===== config.mk =====
export PLATFORM = sky130hd
export DESIGN_NAME = sdram_bist_sequencer_flat
export DESIGN_NICKNAME = d
export VERILOG_FILES = /design/src/rtl/sdram_bist_sequencer_if.sv /design/src/rtl/sdram_bist_sequencer.sv /design/src/flat_wrapper.sv
export SDC_FILE = /design/constraint.sdc
export NUM_CORES = 1
export LEC_CHECK = 0
export ABC_CLOCK_PERIOD_IN_PS = 8000
export BUFFER_PORTS_ARGS = -buffer_cell sky130_fd_sc_hd__buf_4
export CAP_MARGIN = 20
export CORE_UTILIZATION = 35
export DETAILED_ROUTE_END_ITERATION = 7
export HOLD_SLACK_MARGIN = 0.06
export PLACE_DENSITY_LB_ADDON = 0.15
export SYNTH_ARGS = -nofsm -noshare
export SYNTH_HDL_FRONTEND = slang
export SYNTH_SLANG_ARGS = --single-unit

===== constraint.sdc =====
create_clock -name clk_clk -period 8 [get_ports clk_clk]
set_clock_uncertainty 0.2 [all_clocks]
set_input_delay 0.4 -clock clk_clk [delete_from_list [all_inputs] [get_ports clk_clk]]
set_output_delay 0.4 -clock clk_clk [all_outputs]
set_load 0.01 [all_outputs]

===== src/rtl/sdram_bist_sequencer_if.sv =====
// sdram_bist_sequencer_if
// Conduit bundle between the BIST sequencer and the qsys SDRAM write/read
// masters.
//   master modport : sequencer side (programs lengths/bases, issues go pulses,
//                    pushes write data, pops read data)
//   slave modport  : qsys master side (done/full/available flags, read data)
// Signals:
//   wr_fixed_location, wr_base, wr_length, wr_go : write-master programming
//   wr_write_buffer, wr_data                     : write FIFO push strobe/data
//   wr_done, wr_buffer_full                      : write-master status
//   rd_fixed_location, rd_base, rd_length, rd_go : read-master programming
//   rd_read_buffer                               : read FIFO pop strobe
//   rd_data, rd_data_available                   : show-ahead read data/valid
//   rd_done, rd_early_done                       : read-master status
interface sdram_bist_sequencer_if;
    logic        wr_fixed_location;
    logic [31:0] wr_base;
    logic [31:0] wr_length;
    logic        wr_go;
    logic        wr_done;
    logic        wr_write_buffer;
    logic [63:0] wr_data;
    logic        wr_buffer_full;

    logic        rd_fixed_location;
    logic [31:0] rd_base;
    logic [31:0] rd_length;
    logic        rd_go;
    logic        rd_done;
    logic        rd_early_done;
    logic        rd_read_buffer;
    logic [63:0] rd_data;
    logic        rd_data_available;

    modport master (
        output wr_fixed_location, wr_base, wr_length, wr_go,
        output wr_write_buffer, wr_data,
        input  wr_done, wr_buffer_full,
        output rd_fixed_location, rd_base, rd_length, rd_go,
        output rd_read_buffer,
        input  rd_done, rd_early_done, rd_data, rd_data_available
    );

    modport slave (
        input  wr_fixed_location, wr_base, wr_length, wr_go,
        input  wr_write_buffer, wr_data,
        output wr_done, wr_buffer_full,
        input  rd_fixed_location, rd_base, rd_length, rd_go,
        input  rd_read_buffer,
        output rd_done, rd_early_done, rd_data, rd_data_available
    );
endinterface


===== src/rtl/sdram_bist_sequencer.sv =====
// sdram_bist_sequencer
// SDRAM built-in self-test: fills num_words 64-bit words from base_addr with
// seed+i through the qsys write master, reads the region back through the read
// master and compares every word against the regenerated pattern.
// Ports:
//   clk_clk, reset_reset_n : clock, asynchronous active-low reset
//   start                  : one-cycle run request (accepted in IDLE/DONE)
//   base_addr, num_words, seed : test parameters, latched on accepted start
//   busy, done, pass       : run status; pass valid while done is high
//   err_count              : saturating mismatch count
//   first_err_idx          : word index of the first mismatch (0 if none)
//   bus (master modport)   : conduits to the qsys write/read masters
module sdram_bist_sequencer #(
    parameter int unsigned NW_W = 24
) (
    input  logic                  clk_clk,
    input  logic                  reset_reset_n,
    input  logic                  start,
    input  logic [31:0]           base_addr,
    input  logic [NW_W-1:0]       num_words,
    input  logic [63:0]           seed,
    output logic                  busy,
    output logic                  done,
    output logic                  pass,
    output logic [15:0]           err_count,
    output logic [NW_W-1:0]       first_err_idx,
    sdram_bist_sequencer_if.master bus
);

    localparam logic [NW_W-1:0] NW_ONE = NW_W'(1);

    typedef enum logic [2:0] {
        S_IDLE,
        S_WR_GO,
        S_WR_FILL,
        S_WR_WAIT,
        S_RD_GO,
        S_RD_CHECK,
        S_RD_WAIT,
        S_DONE
    } state_t;

    state_t state_q, state_d;

    logic [NW_W-1:0] nw_q;
    logic [31:0]     base_q;
    logic [31:0]     len_q;
    logic [NW_W-1:0] wr_idx_q;
    logic [NW_W-1:0] rd_idx_q;
    logic [63:0]     wr_pat_q;
    logic [63:0]     rd_pat_q;

    logic            cmp_vld_q;
    logic [63:0]     cmp_data_q;
    logic [63:0]     cmp_exp_q;
    logic [NW_W-1:0] cmp_idx_q;

    logic [15:0]     err_q;
    logic [NW_W-1:0] ferr_q;
    logic            pass_q;
    logic            busy_q;
    logic            done_q;
    logic            wr_go_q;
    logic            rd_go_q;

    logic            start_acc;
    logic            push;
    logic            pop;
    logic            wr_last;
    logic            rd_last;
    logic            mismatch;
    logic            unused_inputs;

    assign start_acc = start && ((state_q == S_IDLE) || (state_q == S_DONE));
    assign push      = (state_q == S_WR_FILL) && !bus.wr_buffer_full;
    assign pop       = (state_q == S_RD_CHECK) && bus.rd_data_available;
    assign wr_last   = (wr_idx_q == (nw_q - NW_ONE));
    assign rd_last   = (rd_idx_q == (nw_q - NW_ONE));
    assign mismatch  = cmp_vld_q && (cmp_data_q != cmp_exp_q);

    // Early-done and the dropped address LSBs carry no information here.
    assign unused_inputs = ^{bus.rd_early_done, base_addr[2:0]};

    always_ff @(posedge clk_clk or negedge reset_reset_n) begin
        if (!reset_reset_n) begin
            state_q <= S_IDLE;
        end else begin
            state_q <= state_d;
        end
    end

    always_comb begin
        state_d = state_q;
        unique case (state_q)
            S_IDLE, S_DONE: begin
                if (start) begin
                    state_d = S_WR_GO;
                end
            end
            S_WR_GO: begin
                // Zero-length runs skip both masters entirely.
                state_d = (nw_q == '0) ? S_DONE : S_WR_FILL;
            end
            S_WR_FILL: begin
                if (push && wr_last) begin
                    state_d = S_WR_WAIT;
                end
            end
            S_WR_WAIT: begin
                if (bus.wr_done) begin
                    state_d = S_RD_GO;
                end
            end
            S_RD_GO: begin
                state_d = S_RD_CHECK;
            end
            S_RD_CHECK: begin
                if (pop && rd_last) begin
                    state_d = S_RD_WAIT;
                end
            end
            S_RD_WAIT: begin
                // The compare stage must be empty so pass sees the final count.
                if (bus.rd_done && !cmp_vld_q) begin
                    state_d = S_DONE;
                end
            end
            default: state_d = S_IDLE;
        endcase
    end

    always_ff @(posedge clk_clk or negedge reset_reset_n) begin
        if (!reset_reset_n) begin
            busy_q  <= 1'b0;
            done_q  <= 1'b0;
            wr_go_q <= 1'b0;
            rd_go_q <= 1'b0;
        end else begin
            busy_q  <= (state_d != S_IDLE) && (state_d != S_DONE);
            done_q  <= (state_d == S_DONE);
            // nw_q is loaded on this same edge, so qualify with the live input.
            wr_go_q <= start_acc && (num_words != '0);
            rd_go_q <= (state_d == S_RD_GO);
        end
    end

    always_ff @(posedge clk_clk or negedge reset_reset_n) begin
        if (!reset_reset_n) begin
            cmp_vld_q  <= 1'b0;
            cmp_data_q <= '0;
            cmp_exp_q  <= '0;
            cmp_idx_q  <= '0;
        end else begin
            cmp_vld_q <= pop;
            if (pop) begin
                cmp_data_q <= bus.rd_data;
                cmp_exp_q  <= rd_pat_q;
                cmp_idx_q  <= rd_idx_q;
            end
        end
    end

    always_ff @(posedge clk_clk or negedge reset_reset_n) begin
        if (!reset_reset_n) begin
            nw_q     <= '0;
            base_q   <= '0;
            len_q    <= '0;
            wr_idx_q <= '0;
            rd_idx_q <= '0;
            wr_pat_q <= '0;
            rd_pat_q <= '0;
            err_q    <= '0;
            ferr_q   <= '0;
            pass_q   <= 1'b0;
        end else if (start_acc) begin
            nw_q     <= num_words;
            base_q   <= {base_addr[31:3], 3'b000};
            len_q    <= 32'(num_words) << 3;
            wr_idx_q <= '0;
            rd_idx_q <= '0;
            wr_pat_q <= seed;
            rd_pat_q <= seed;
            err_q    <= '0;
            ferr_q   <= '0;
            pass_q   <= 1'b0;
        end else begin
            // Pattern registers track seed+idx incrementally; indices stop at
            // num_words-1 while the pattern may step one past the region.
            if (push) begin
                wr_pat_q <= wr_pat_q + 64'd1;
                if (!wr_last) begin
                    wr_idx_q <= wr_idx_q + NW_ONE;
                end
            end
            if (pop) begin
                rd_pat_q <= rd_pat_q + 64'd1;
                if (!rd_last) begin
                    rd_idx_q <= rd_idx_q + NW_ONE;
                end
            end
            if (mismatch) begin
                if (err_q != 16'hFFFF) begin
                    err_q <= err_q + 16'd1;
                end
                if (err_q == '0) begin
                    ferr_q <= cmp_idx_q;
                end
            end
            if ((state_d == S_DONE) && (state_q != S_DONE)) begin
                pass_q <= (err_q == '0);
            end
        end
    end

    assign busy          = busy_q;
    assign done          = done_q;
    assign pass          = pass_q;
    assign err_count     = err_q;
    assign first_err_idx = ferr_q;

    assign bus.wr_fixed_location = 1'b0;
    assign bus.wr_base           = base_q;
    assign bus.wr_length         = len_q;
    assign bus.wr_go             = wr_go_q;
    assign bus.wr_write_buffer   = push;
    assign bus.wr_data           = wr_pat_q;

    assign bus.rd_fixed_location = 1'b0;
    assign bus.rd_base           = base_q;
    assign bus.rd_length         = len_q;
    assign bus.rd_go             = rd_go_q;
    assign bus.rd_read_buffer    = pop;

endmodule

===== src/flat_wrapper.sv =====
// flat-port wrapper written by rule: the top's interface ports become plain ports
module sdram_bist_sequencer_flat 
#(
    parameter int unsigned NW_W = 24
)
  (clk_clk, reset_reset_n, start, base_addr, num_words, seed, busy, done, pass, err_count, first_err_idx, bus_wr_fixed_location, bus_wr_base, bus_wr_length, bus_wr_go, bus_wr_write_buffer, bus_wr_data, bus_wr_done, bus_wr_buffer_full, bus_rd_fixed_location, bus_rd_base, bus_rd_length, bus_rd_go, bus_rd_read_buffer, bus_rd_done, bus_rd_early_done, bus_rd_data, bus_rd_data_available);
  sdram_bist_sequencer_if bus_i ();
  input  logic clk_clk;
  input  logic reset_reset_n;
  input  logic start;
  input  logic [31:0] base_addr;
  input  logic [NW_W-1:0] num_words;
  input  logic [63:0] seed;
  output logic busy;
  output logic done;
  output logic pass;
  output logic [15:0] err_count;
  output logic [NW_W-1:0] first_err_idx;
  output wire logic [$bits(bus_i.wr_fixed_location)-1:0] bus_wr_fixed_location;
  output wire logic [$bits(bus_i.wr_base)-1:0] bus_wr_base;
  output wire logic [$bits(bus_i.wr_length)-1:0] bus_wr_length;
  output wire logic [$bits(bus_i.wr_go)-1:0] bus_wr_go;
  output wire logic [$bits(bus_i.wr_write_buffer)-1:0] bus_wr_write_buffer;
  output wire logic [$bits(bus_i.wr_data)-1:0] bus_wr_data;
  input wire logic [$bits(bus_i.wr_done)-1:0] bus_wr_done;
  input wire logic [$bits(bus_i.wr_buffer_full)-1:0] bus_wr_buffer_full;
  output wire logic [$bits(bus_i.rd_fixed_location)-1:0] bus_rd_fixed_location;
  output wire logic [$bits(bus_i.rd_base)-1:0] bus_rd_base;
  output wire logic [$bits(bus_i.rd_length)-1:0] bus_rd_length;
  output wire logic [$bits(bus_i.rd_go)-1:0] bus_rd_go;
  output wire logic [$bits(bus_i.rd_read_buffer)-1:0] bus_rd_read_buffer;
  input wire logic [$bits(bus_i.rd_done)-1:0] bus_rd_done;
  input wire logic [$bits(bus_i.rd_early_done)-1:0] bus_rd_early_done;
  input wire logic [$bits(bus_i.rd_data)-1:0] bus_rd_data;
  input wire logic [$bits(bus_i.rd_data_available)-1:0] bus_rd_data_available;
  assign bus_wr_fixed_location = bus_i.wr_fixed_location;
  assign bus_wr_base = bus_i.wr_base;
  assign bus_wr_length = bus_i.wr_length;
  assign bus_wr_go = bus_i.wr_go;
  assign bus_wr_write_buffer = bus_i.wr_write_buffer;
  assign bus_wr_data = bus_i.wr_data;
  assign bus_i.wr_done = bus_wr_done;
  assign bus_i.wr_buffer_full = bus_wr_buffer_full;
  assign bus_rd_fixed_location = bus_i.rd_fixed_location;
  assign bus_rd_base = bus_i.rd_base;
  assign bus_rd_length = bus_i.rd_length;
  assign bus_rd_go = bus_i.rd_go;
  assign bus_rd_read_buffer = bus_i.rd_read_buffer;
  assign bus_i.rd_done = bus_rd_done;
  assign bus_i.rd_early_done = bus_rd_early_done;
  assign bus_i.rd_data = bus_rd_data;
  assign bus_i.rd_data_available = bus_rd_data_available;
  sdram_bist_sequencer #(.NW_W(NW_W)) u_core (.clk_clk(clk_clk), .reset_reset_n(reset_reset_n), .start(start), .base_addr(base_addr), .num_words(num_words), .seed(seed), .busy(busy), .done(done), .pass(pass), .err_count(err_count), .first_err_idx(first_err_idx), .bus(bus_i));
endmodule

==> impl_metrics.tcl <==
set metrics [dict create \
    startpoint_type "flop" \
    grt_max_degree 198 \
    crit_arrival_ns 5.09 \
    power_mw 10.2 \
    synth.avg_cell_area_um2 8.66 \
    yosysWarnings 0 \
    register_area_mm2 0.0108 \
    synth-edff-count 0 \
    grt_pass1_vias 19500 \
    io_buffer_count 404 \
    vias 20000 \
    synth_commonest_cells "726 x nand2_1, 430 x dfrtp_1, 220 x nor2_1" \
    dp_hpwl_um 55800 \
    numCtsBuffers 51 \
    maxCapViolCount 0 \
    multi_input_area_mm2 0.0106 \
    fin_crit_ns 4.75 \
    final_cells 3954 \
    tns_ns 0 \
    clk_pin_slew_ns 0.06 \
    place.gp.congestion 0.887 \
    drc 0 \
    layout-drive-gt1-share 0.176 \
    synth-seq-cells 430 \
    hold_slack_ns 0.150 \
    end_kind "flop" \
    cts_max_path_buffers 3 \
    fin_crit_sh 0.593 \
    cts_root_buf "clkbuf_16" \
    ys.flop_type "dfrtp_1" \
    wl_um 77500 \
    postCtsSetupRepairBufs 0 \
    grtUsageTotal 0.233 \
    die_area_mm2 0.0655 \
    seq_area_frac_synth 0.477 \
    startpoint "u_core.nw_q[9]" \
    drt-pass1-iter-count 8 \
    powerDensity_mw_per_mm2 347 \
    final_net_count 3265 \
    viasPerCell 5.05 \
    initial_core_util 0.356 \
    reg2reg_from "u_core.nw_q[9]" \
    report.final.slew_viol_count 0 \
    worstMarginPinSlew_ns 1.01 \
    die_w_um 256 \
    area_delta_synth_final_pct 29.9 \
    p_leak_nw 13.6 \
    core_area_mm2 0.0634 \
    yosys.area.top_type "dfrtp_1" \
    hold_viol_final 0 \
    slew_headroom 0.325 \
    grt_pass1_wl_um 119000 \
    async_flop_share 1.00 \
    critical_path_required_ns 8.34 \
    htreeDepth 2 \
    hp-class "input port to async pin" \
    synth.area.top_cells "dfrtp_1 48%, nand2_1 12%, xnor2_1 6.7%" \
    fmax_mhz 211 \
    synthMostInstantiatedCell "nand2_1" \
    synth_top_area_frac 0.477 \
    clk_latency_ns 0.62 \
    status "complete, no violations" \
    drt_iter0_markers 1388 \
    placedCellCount 3675 \
    pin_count 433 \
    synthCells 2606 \
    placementRows 92 \
    cts_tree "yes" \
    vdd_drop_max_v 0.000226 \
    finalSetupViolations 0 \
    yosysUniqueCellTypes 85 \
    worstPathMaxFanout 23 \
    grt_setup_unrepaired "false" \
    fin_util 0.462 \
    wire_per_inst_um 19.6 \
    drtAntennaViolNets 0 \
    fill_cells 6177 \
    cts.sinks 430 \
    crit_type "flop to flop" \
    grt.overflow.total 0 \
    antenna_found_initial 3 \
    die_h_um 256 \
    synth_area_mm2 0.0226 \
]
[cell usage in the layout, fill, tap and decap left out, types with 31 or more instances in the layout]
master / synthesis / routed
a21oi_1: 146 / 146
and3_1: 39 / 39
buf_4: 78 / 414
clkbuf_16: 0 / 51
dfrtp_1: 430 / 430
dlygate4sd3_1: 0 / 184
inv_1: 36 / 35
mux2i_1: 33 / 33
nand2_1: 726 / 725
nand3_1: 75 / 75
nand4_1: 66 / 66
nor2_1: 220 / 220
nor3_1: 31 / 31
nor4_1: 41 / 41
o21ai_0: 59 / 59
xnor2_1: 173 / 173
xor2_1: 81 / 81
[path summary, 6_finish.rpt]
path	end	slack, ns	depth (start not counted)
setup reg to reg	u_core.wr_idx_q[18]	3.25	9
hold / removal	u_core.nw_q[13]	0.15	2
setup / recovery	u_core.wr_idx_q[18]	3.25	9
hold reg to reg	u_core.cmp_idx_q[7]	0.27	2
max in group asynchronous	u_core.cmp_exp_q[19]	5.89	3
min in group clk_clk	u_core.cmp_idx_q[23]	0.17	4
[power breakdown]
group	internal (mW)	leakage, nW	switching, mW	total (mW)
Clock	1.39	0.832	0.986	2.38
Sequential	2.96	5.38	1.04	4.00
Combinational	1.73	7.34	2.07	3.80
[final cells by class]
type	instances	area share
timing repair buffer	601	0.171
inverter	36	0.00469
antenna	1	0.0000853
multi-input combinational	1946	0.363
sequential	430	0.367
tap	846	0.0361
clock inverter	26	0.00960
clock buffer	68	0.0488
[critical path, cell delays in order (launching register included)]
cell and delay, ns:
dfrtp_1 0.58, or4_1 0.76, nor3_2 0.67, a311oi_1 0.25, nor4b_1 0.48, o2111ai_1 0.27, nor4_4 0.59, o21ai_2 0.41
a211oi_1 0.33, a31o_2 0.13
[what timing repair did]
| item | 4_1_cts | 5_1_grt |
|---|---|---|
| hold buffers | 184 | 0 |
| hold endpoints to repair | 332 | 0 |
| endpoints found under the setup margin | 0 | 0 |
| gates resized for setup | 0 | 0 |
[cell families after synthesis]
family                     after synthesis  share of synthesized area
adders and majority gates                7                    0.00388
DFF                                    430                      0.477
xor gates and xnor gates               257                      0.102
AOI/OAI and AO/OA                      290                     0.0773
muxes                                   34                     0.0151
buffers and inverters                  253                     0.0567
and+or+nand+nor                       1334                      0.269
other                                    1                   0.000166
[state kept, by name (all words and copies together), names as in the netlist, 3 cells and up]
| register | count |
|---|---|
| u_core.cmp_data_q | 64 |
| u_core.err_count | 16 |
| u_core.first_err_idx | 24 |
| u_core.cmp_idx_q | 24 |
| u_core.rd_idx_q | 24 |
| u_core.nw_q | 24 |
| u_core.rd_pat_q | 64 |
| u_core.wr_idx_q | 24 |
| u_core.cmp_exp_q | 64 |
| u_core.state_q | 3 |
| u_core.bus.rd_base | 29 |
| u_core.bus.wr_data | 64 |
[layer usage]
metal	wire (µm)	part of all wire	vias up	GRT usage
met2	34400	0.44	586	0.357
met3	4800	0.062	101	0.0496
met4	1740	0.023	4	0.0549
li1	-	-	9548	-
met5	18	0.00023	-	0
met1	36500	0.47	9716	0.336
[per-stage QoR]
stage | setup WS, ns | area (µm²)
floorplan | 4.40 | 22700
global placement | 3.31 | 25800
detailed placement | 3.27 | 25800
CTS | 3.27 | 29300
global route | 2.95 | 29300
finish | 3.25 | 29300
No activity file was read; power rests on OpenSTA's default activity.
